`src/rtl/reg_debug_port_pkg.sv`:
```
// Shared constants and state encoding for the register-file debug port.
// Imported by the interface, the debug-port FSM and anything driving it.
package reg_debug_port_pkg;

   localparam int REG_ADDR_W = 4;
   localparam int REG_DATA_W = 8;
   localparam int REG_CNT_W  = 5;
   localparam int NUM_REGS   = 16;

   localparam logic CMD_DUMP = 1'b0;
   localparam logic CMD_LOAD = 1'b1;

   typedef enum logic [2:0] {
      ST_IDLE       = 3'd0,
      ST_DUMP_FETCH = 3'd1,
      ST_DUMP_SEND  = 3'd2,
      ST_LOAD       = 3'd3,
      ST_DONE       = 3'd4
   } state_e;

endpackage

```
`src/rtl/reg_debug_port_if.sv`:
```
// Command, register-file and byte-stream signals of the debug port.
// The master modport is the debug port itself; slave is the surrounding system.
interface reg_debug_port_if
   import reg_debug_port_pkg::*;
#(
   parameter int ADDR_W = REG_ADDR_W,
   parameter int DATA_W = REG_DATA_W,
   parameter int CNT_W  = REG_CNT_W
);

   logic              cmd_valid;
   logic              cmd_ready;
   logic              cmd_load;
   logic [ADDR_W-1:0] cmd_first;
   logic [CNT_W-1:0]  cmd_count;

   logic [ADDR_W-1:0] rf_ra;
   logic [DATA_W-1:0] rf_rd;
   logic [ADDR_W-1:0] rf_wa;
   logic [DATA_W-1:0] rf_wd;
   logic              rf_we;

   logic              out_valid;
   logic [DATA_W-1:0] out_data;
   logic              out_last;
   logic              out_ready;

   logic              in_valid;
   logic [DATA_W-1:0] in_data;
   logic              in_ready;

   logic              busy;
   logic              done;

   modport master (
      input  cmd_valid, cmd_load, cmd_first, cmd_count, rf_rd, out_ready, in_valid, in_data,
      output cmd_ready, rf_ra, rf_wa, rf_wd, rf_we, out_valid, out_data, out_last, in_ready,
             busy, done
   );

   modport slave (
      output cmd_valid, cmd_load, cmd_first, cmd_count, rf_rd, out_ready, in_valid, in_data,
      input  cmd_ready, rf_ra, rf_wa, rf_wd, rf_we, out_valid, out_data, out_last, in_ready,
             busy, done
   );

endinterface

```
`src/rtl/reg_debug_port.sv`:
```
// Debug initiator for the 16x8 register file: dumps a register range to a byte
// stream or loads a range from one, owning the rf_* port while busy.
module reg_debug_port
   import reg_debug_port_pkg::*;
#(
   parameter int ADDR_W = REG_ADDR_W,
   parameter int DATA_W = REG_DATA_W,
   parameter int CNT_W  = REG_CNT_W
) (
   input  logic              clk,
   input  logic              rst,
   reg_debug_port_if.master  bus
);

   state_e            state_q, state_d;
   logic [ADDR_W-1:0] addr_q, addr_d;
   logic [CNT_W-1:0]  remaining_q, remaining_d;
   logic              out_valid_q, out_valid_d;
   logic [DATA_W-1:0] out_data_q, out_data_d;
   logic              out_last_q, out_last_d;
   logic [CNT_W-1:0]  count_clamped;

   // Requests beyond the register file size dump or load the whole file once.
   assign count_clamped = (bus.cmd_count > CNT_W'(NUM_REGS)) ? CNT_W'(NUM_REGS) : bus.cmd_count;

   always_comb begin
      // NOTE: every variable gets its hold value first, so no path through the case infers a latch.
      state_d     = state_q;
      addr_d      = addr_q;
      remaining_d = remaining_q;
      out_valid_d = out_valid_q;
      out_data_d  = out_data_q;
      out_last_d  = out_last_q;

      case (state_q)
         ST_IDLE: begin
            if (bus.cmd_valid) begin
               addr_d      = bus.cmd_first;
               remaining_d = count_clamped;
               if (count_clamped == '0)
                  state_d = ST_DONE;
               else if (bus.cmd_load == CMD_LOAD)
                  state_d = ST_LOAD;
               else
                  state_d = ST_DUMP_FETCH;
            end
         end
         ST_DUMP_FETCH: begin
            out_data_d  = bus.rf_rd;
            out_valid_d = 1'b1;
            out_last_d  = (remaining_q == CNT_W'(1));
            state_d     = ST_DUMP_SEND;
         end
         ST_DUMP_SEND: begin
            if (bus.out_ready) begin
               out_valid_d = 1'b0;
               out_last_d  = 1'b0;
               remaining_d = remaining_q - CNT_W'(1);
               addr_d      = addr_q + ADDR_W'(1);
               state_d     = (remaining_q == CNT_W'(1)) ? ST_DONE : ST_DUMP_FETCH;
            end
         end
         ST_LOAD: begin
            if (bus.in_valid) begin
               remaining_d = remaining_q - CNT_W'(1);
               addr_d      = addr_q + ADDR_W'(1);
               if (remaining_q == CNT_W'(1))
                  state_d = ST_DONE;
            end
         end
         ST_DONE:  state_d = ST_IDLE;
         default:  state_d = ST_IDLE;
      endcase
   end

   always_ff @(posedge clk) begin
      // NOTE: non-blocking assignments so every register samples the pre-edge values.
      if (rst) begin
         state_q     <= ST_IDLE;
         addr_q      <= '0;
         remaining_q <= '0;
         out_valid_q <= 1'b0;
         out_data_q  <= '0;
         out_last_q  <= 1'b0;
      end else begin
         state_q     <= state_d;
         addr_q      <= addr_d;
         remaining_q <= remaining_d;
         out_valid_q <= out_valid_d;
         out_data_q  <= out_data_d;
         out_last_q  <= out_last_d;
      end
   end

   assign bus.cmd_ready = (state_q == ST_IDLE);
   assign bus.busy      = (state_q != ST_IDLE);
   assign bus.done      = (state_q == ST_DONE);

   assign bus.rf_ra     = addr_q;
   assign bus.rf_wa     = addr_q;
   assign bus.rf_wd     = bus.in_data;
   // A reset landing mid-load must not let the abandoned command write once more.
   assign bus.rf_we     = bus.in_valid & (state_q == ST_LOAD) & ~rst;
   assign bus.in_ready  = (state_q == ST_LOAD);

   assign bus.out_valid = out_valid_q;
   assign bus.out_data  = out_data_q;
   assign bus.out_last  = out_last_q;

endmodule

```
`src/flat_wrapper.sv`:
```
// flat-port wrapper written by rule: the top's interface ports become plain ports
module reg_debug_port_flat import reg_debug_port_pkg::*;
#(
   parameter int ADDR_W = REG_ADDR_W,
   parameter int DATA_W = REG_DATA_W,
   parameter int CNT_W  = REG_CNT_W
)
  (clk, rst, bus_cmd_valid, bus_cmd_load, bus_cmd_first, bus_cmd_count, bus_rf_rd, bus_out_ready, bus_in_valid, bus_in_data, bus_cmd_ready, bus_rf_ra, bus_rf_wa, bus_rf_wd, bus_rf_we, bus_out_valid, bus_out_data, bus_out_last, bus_in_ready, bus_busy, bus_done);
  reg_debug_port_if #(.ADDR_W(ADDR_W), .DATA_W(DATA_W), .CNT_W(CNT_W)) bus_i ();
  input  logic clk;
  input  logic rst;
  input wire logic [$bits(bus_i.cmd_valid)-1:0] bus_cmd_valid;
  input wire logic [$bits(bus_i.cmd_load)-1:0] bus_cmd_load;
  input wire logic [$bits(bus_i.cmd_first)-1:0] bus_cmd_first;
  input wire logic [$bits(bus_i.cmd_count)-1:0] bus_cmd_count;
  input wire logic [$bits(bus_i.rf_rd)-1:0] bus_rf_rd;
  input wire logic [$bits(bus_i.out_ready)-1:0] bus_out_ready;
  input wire logic [$bits(bus_i.in_valid)-1:0] bus_in_valid;
  input wire logic [$bits(bus_i.in_data)-1:0] bus_in_data;
  output wire logic [$bits(bus_i.cmd_ready)-1:0] bus_cmd_ready;
  output wire logic [$bits(bus_i.rf_ra)-1:0] bus_rf_ra;
  output wire logic [$bits(bus_i.rf_wa)-1:0] bus_rf_wa;
  output wire logic [$bits(bus_i.rf_wd)-1:0] bus_rf_wd;
  output wire logic [$bits(bus_i.rf_we)-1:0] bus_rf_we;
  output wire logic [$bits(bus_i.out_valid)-1:0] bus_out_valid;
  output wire logic [$bits(bus_i.out_data)-1:0] bus_out_data;
  output wire logic [$bits(bus_i.out_last)-1:0] bus_out_last;
  output wire logic [$bits(bus_i.in_ready)-1:0] bus_in_ready;
  output wire logic [$bits(bus_i.busy)-1:0] bus_busy;
  output wire logic [$bits(bus_i.done)-1:0] bus_done;
  assign bus_i.cmd_valid = bus_cmd_valid;
  assign bus_i.cmd_load = bus_cmd_load;
  assign bus_i.cmd_first = bus_cmd_first;
  assign bus_i.cmd_count = bus_cmd_count;
  assign bus_i.rf_rd = bus_rf_rd;
  assign bus_i.out_ready = bus_out_ready;
  assign bus_i.in_valid = bus_in_valid;
  assign bus_i.in_data = bus_in_data;
  assign bus_cmd_ready = bus_i.cmd_ready;
  assign bus_rf_ra = bus_i.rf_ra;
  assign bus_rf_wa = bus_i.rf_wa;
  assign bus_rf_wd = bus_i.rf_wd;
  assign bus_rf_we = bus_i.rf_we;
  assign bus_out_valid = bus_i.out_valid;
  assign bus_out_data = bus_i.out_data;
  assign bus_out_last = bus_i.out_last;
  assign bus_in_ready = bus_i.in_ready;
  assign bus_busy = bus_i.busy;
  assign bus_done = bus_i.done;
  reg_debug_port #(.ADDR_W(ADDR_W), .DATA_W(DATA_W), .CNT_W(CNT_W)) u_core (.clk(clk), .rst(rst), .bus(bus_i));
endmodule
```
`config.mk`:
```
export PLATFORM = sky130hd
export DESIGN_NAME = reg_debug_port_flat
export DESIGN_NICKNAME = d
export VERILOG_FILES = /design/src/rtl/reg_debug_port_pkg.sv /design/src/rtl/reg_debug_port_if.sv /design/src/rtl/reg_debug_port.sv /design/src/flat_wrapper.sv
export SDC_FILE = /design/constraint.sdc
export NUM_CORES = 1
export LEC_CHECK = 0
export ABC_AREA = 0
export CAP_MARGIN = 40
export CORE_MARGIN = 5
export CORE_UTILIZATION = 40
export CTS_CLUSTER_DIAMETER = 40
export CTS_CLUSTER_SIZE = 8
export DETAILED_ROUTE_END_ITERATION = 8
export PLACE_DENSITY = 0.8
export SLEW_MARGIN = 20
export SYNTH_ARGS = -nofsm -noshare
export SYNTH_HDL_FRONTEND = slang
export SYNTH_SLANG_ARGS = --single-unit
```
`constraint.sdc`:
```
create_clock -name clk -period 1.9 [get_ports clk]
set_input_delay 0.19 -clock clk [delete_from_list [all_inputs] [get_ports clk]]
set_output_delay 0.19 -clock clk [all_outputs]
set_load 0.05 [all_outputs]
```
==> key figures <==
Detailed routing
  – Vias per inst: 5.049
  – Vias: 1232
  – WL/cell: 13.15 um
  – Post-route ant nets: 0
  – Wirelength, routed: 3208 um
  – DRC Markers: 0
  – DRT iter0 DRCs: 61
  – Drt pass-1 iters: 4

Placement
  – Final HPWL DP: 2397 um
  – Gp weighted congestion: 0.8367
  – I/O Buffers: 45
  – Placed insts: 240
  – Post-Place Cell Area: 1744 sq um

Logic synthesis
  – Syn_area_per_cell: 7.693 sq um
  – YS warnings: 0
  – Post-synthesis mux area share: 0.01606
  – Syn_nets: 196
  – Synth cell types: 36
  – Cell area after synthesis: 1246 sq um
  – Post-synth top area share: 0.3534
  – Adder-cell share of the synthesized area: 0.03012
  – Ys flop type: dfxtp_1
  – Synth Instances: 162
  – Post-synth EDFFs: 0
  – Register area share after synthesis: 0.3534
  – Post-synthesis compound-gate area fraction: 0.2159
  – Async set or reset register ratio after synthesis: 0
  – Post-Synth Simple-Gate Area: 0.2671
  – XOR/XNOR Fraction of Synth Area: 0
  – Largest family of logic cells by synthesized area: simple AND/OR/NAND/NOR gates
  – Synthesized flop and latch total: 22
  – Ranking of synthesized cells by area: dfxtp_1, a21oi_1, buf_4, nand2_1, o21ai_0
  – Dominant cell type by area after synthesis: dfxtp_1

Layout
  – Filler cell count: 274
  – Area Growth Syn to Fin: 44.88%
  – Non-Filler Instances: 244
  – End-of-flow core utilization: 0.5963
  – Most common cell after layout, fill and taps aside: clkdlybuf4s50_1
  – Final nets: 235
  – Layout cells sized above 1: 0.1050
  – Fin area: 1805 sq um
  – Antenna diodes: 0
  – Most frequent cells in the layout: clkdlybuf4s50_1, nand2_1, dfxtp_1

GRT
  – First-pass GRT wire length: 5416 um
  – Initial antenna violation count: 0
  – GR Overflow Total: 0
  – Total global-route track usage: 0.1563
  – Vias in the first global route: 1256
  – Largest net degree at the start of global routing: 25

Floorplanning
  – Die Y: 65.82 um
  – Die Footprint: 4332 sq um
  – Row cnt: 20
  – Io pins: 62
  – Die Span X: 65.82 um
  – Total core area: 3028 sq um
  – Starting Density: 0.4116

Pwr
  – Leakage: 0.6893 nW
  – Cell Int Power: 1.537 mW
  – Sw Pwr: 1.375 mW
  – Clock Power Share: 0.124
  – Switching Fraction: 0.4722
  – Comb power frac: 0.620
  – Pwr dens: 1613 nW/um^2
  – PnR Total Power: 2.911 mW
  – Sequential Power Share: 0.256
  – VDD IR max: 0.001098 V

Clock network
  – CTS sink cnt: 22
  – Post_cts resized: 0
  – CTS root buffer: clkbuf_4
  – Post-CTS Hold Buffers: 0
  – CTS tree: built
  – H-tree depth: 1
  – Clock buffer depth: 2
  – Clock Pin Slew Worst Setup and Hold Paths: 130 ps
  – Clk_lat worst skew: 310 ps
  – Setup Buffers After CTS: 0
  – CTS Buf Count: 3

Setup path
  – Top delay family on crit path: buffers and inverters
  – Setup crit end: bus_rf_ra[0]
  – CP Depth: 1
  – CP max FO: 6
  – Worst Path Required: 1710 ps
  – Critical path type: reg2out
  – Reg-to-Reg Start: u_core.state_q[1]
  – R2r endpoint: u_core.bus.rf_ra[0]
  – Flop2flop setup slack: 240 ps
  – Crit path largest cell delay: 840 ps
  – Slowest CP cell: clkdlybuf4s50_1
  – Crit path from: u_core.bus.rf_ra[0]
  – Crit-path cells: clkdlybuf4s50_1
  – Startpoint types: register
  – R2R cell count: 4
  – Crit end category: primary output
  – Worst EP arrival: 1590 ps
  – Buf/Inv on CP: 1

Timing
  – Final Max Slew Viols: 0
  – Setup Skew: 7.987 ps
  – Worst Tran Pin Value: 499.7 ps
  – Crit path time final: 1780 ps
  – Ratio of final minimum period to clock period: 0.9367
  – Slew Limit Headroom: 0.6658
  – Setup TNS: 0 ps
  – RSZ-0062 raised after global routing: false
  – Setup Viol. Count Final: 0
  – Fmax: 0.5619 GHz
  – Final hold vios: 0

Flow run
  – Max Cap Viol: 0

Worst hold path
  – Hold crit path type: in2out
  – Min-Delay Path Depth: 0

Run status
  – Status: complete, no violations
==> cells by family (layout without fill, tap and decap cells) <==
group | after synthesis | count (layout)
simple gates | 64 | 64
compound gates | 45 | 45
mux | 2 | 2
buf+inv | 26 | 64
fa+ha+maj | 3 | 3
flops | 22 | 22
==> cells in the mapped netlist, types with 2 or more instances <==
cell type and number:
a2111oi_0 2, a211oi_1 2, a21boi_0 2, a21oi_1 19, a311oi_1 2, and2_1 2
and3_1 3, buf_2 3, buf_4 12, clkbuf_1 4, dfxtp_1 22, ha_1 3
inv_1 6, mux2i_1 2, nand2_1 23, nand2b_1 3, nor2_1 10, nor2b_1 3
nor3_1 5, nor3b_1 4, nor4_1 2, o21ai_0 12, or3_1 3
==> final cells by class <==
| type | count | area [sq um] | share of cell area |
|---|---|---|---|
| clock buffers | 3 | 22.52 | 0.01247 |
| clock inverters | 1 | 30.03 | 0.01663 |
| inverters | 6 | 22.52 | 0.01247 |
| multi-input cells | 114 | 679.4 | 0.3763 |
| flip-flops and latches | 22 | 440.4 | 0.2439 |
| well taps | 44 | 55.05 | 0.03049 |
| repair buffers | 54 | 555.5 | 0.3077 |
==> per-stage QoR <==
step | worst slack [ps] | hold slack [ps]
after floorplan | -36.74 | 273.1
after global placement | 145.7 | 380.6
after detailed placement | 94.36 | 380.6
after CTS | 107.3 | 380.6
after global routing | 37.65 | 380.1
final | 120.2 | 380.0
==> routing by layer <==
metal | routed length (um) | vias to the layer above | part of all wire | global-route usage
met1 | 1389 | 567 | 0.43 | 0.1921
met3 | 220 | 2 | 0.069 | 0.03401
li1 | - | 634 | - | -
met4 | 11 | 0 | 0.0034 | 0.04922
met2 | 1587 | 29 | 0.49 | 0.2691
met5 | 0 | - | 0 | 0
==> flip-flops by register name, summed over array words and instances (netlist names) <==
name	cells
u_core.bus.out_last	1
u_core.bus.rf_ra	4
u_core.bus.out_data	8
u_core.bus.out_valid	1
u_core.state_q	3
u_core.remaining_q	5
==> power groups by stage <==
stage	clock (mW)	sequential (mW)	combinational, mW
CTS	0.368	0.743	1.80
global route	0.388	0.772	1.96
global placement	0	0.746	1.78
finish	0.362	0.744	1.81
floorplan	0	1.00	0.954
detailed placement	0	0.753	1.80
==> how the worst min path moves through the flow <==
stage	start	endpoint	slack (ps)
6_report	bus_in_data[0]	bus_rf_wd[0]	380
3_3_place_gp	bus_in_data[0]	bus_rf_wd[0]	380
5_1_grt	bus_in_data[1]	bus_rf_wd[1]	380
2_1_floorplan	rst	u_core.state_q[1]	270
4_1_cts	bus_in_data[0]	bus_rf_wd[0]	380
3_5_place_dp	bus_in_data[0]	bus_rf_wd[0]	380
Power figures use the tool's default switching activity.
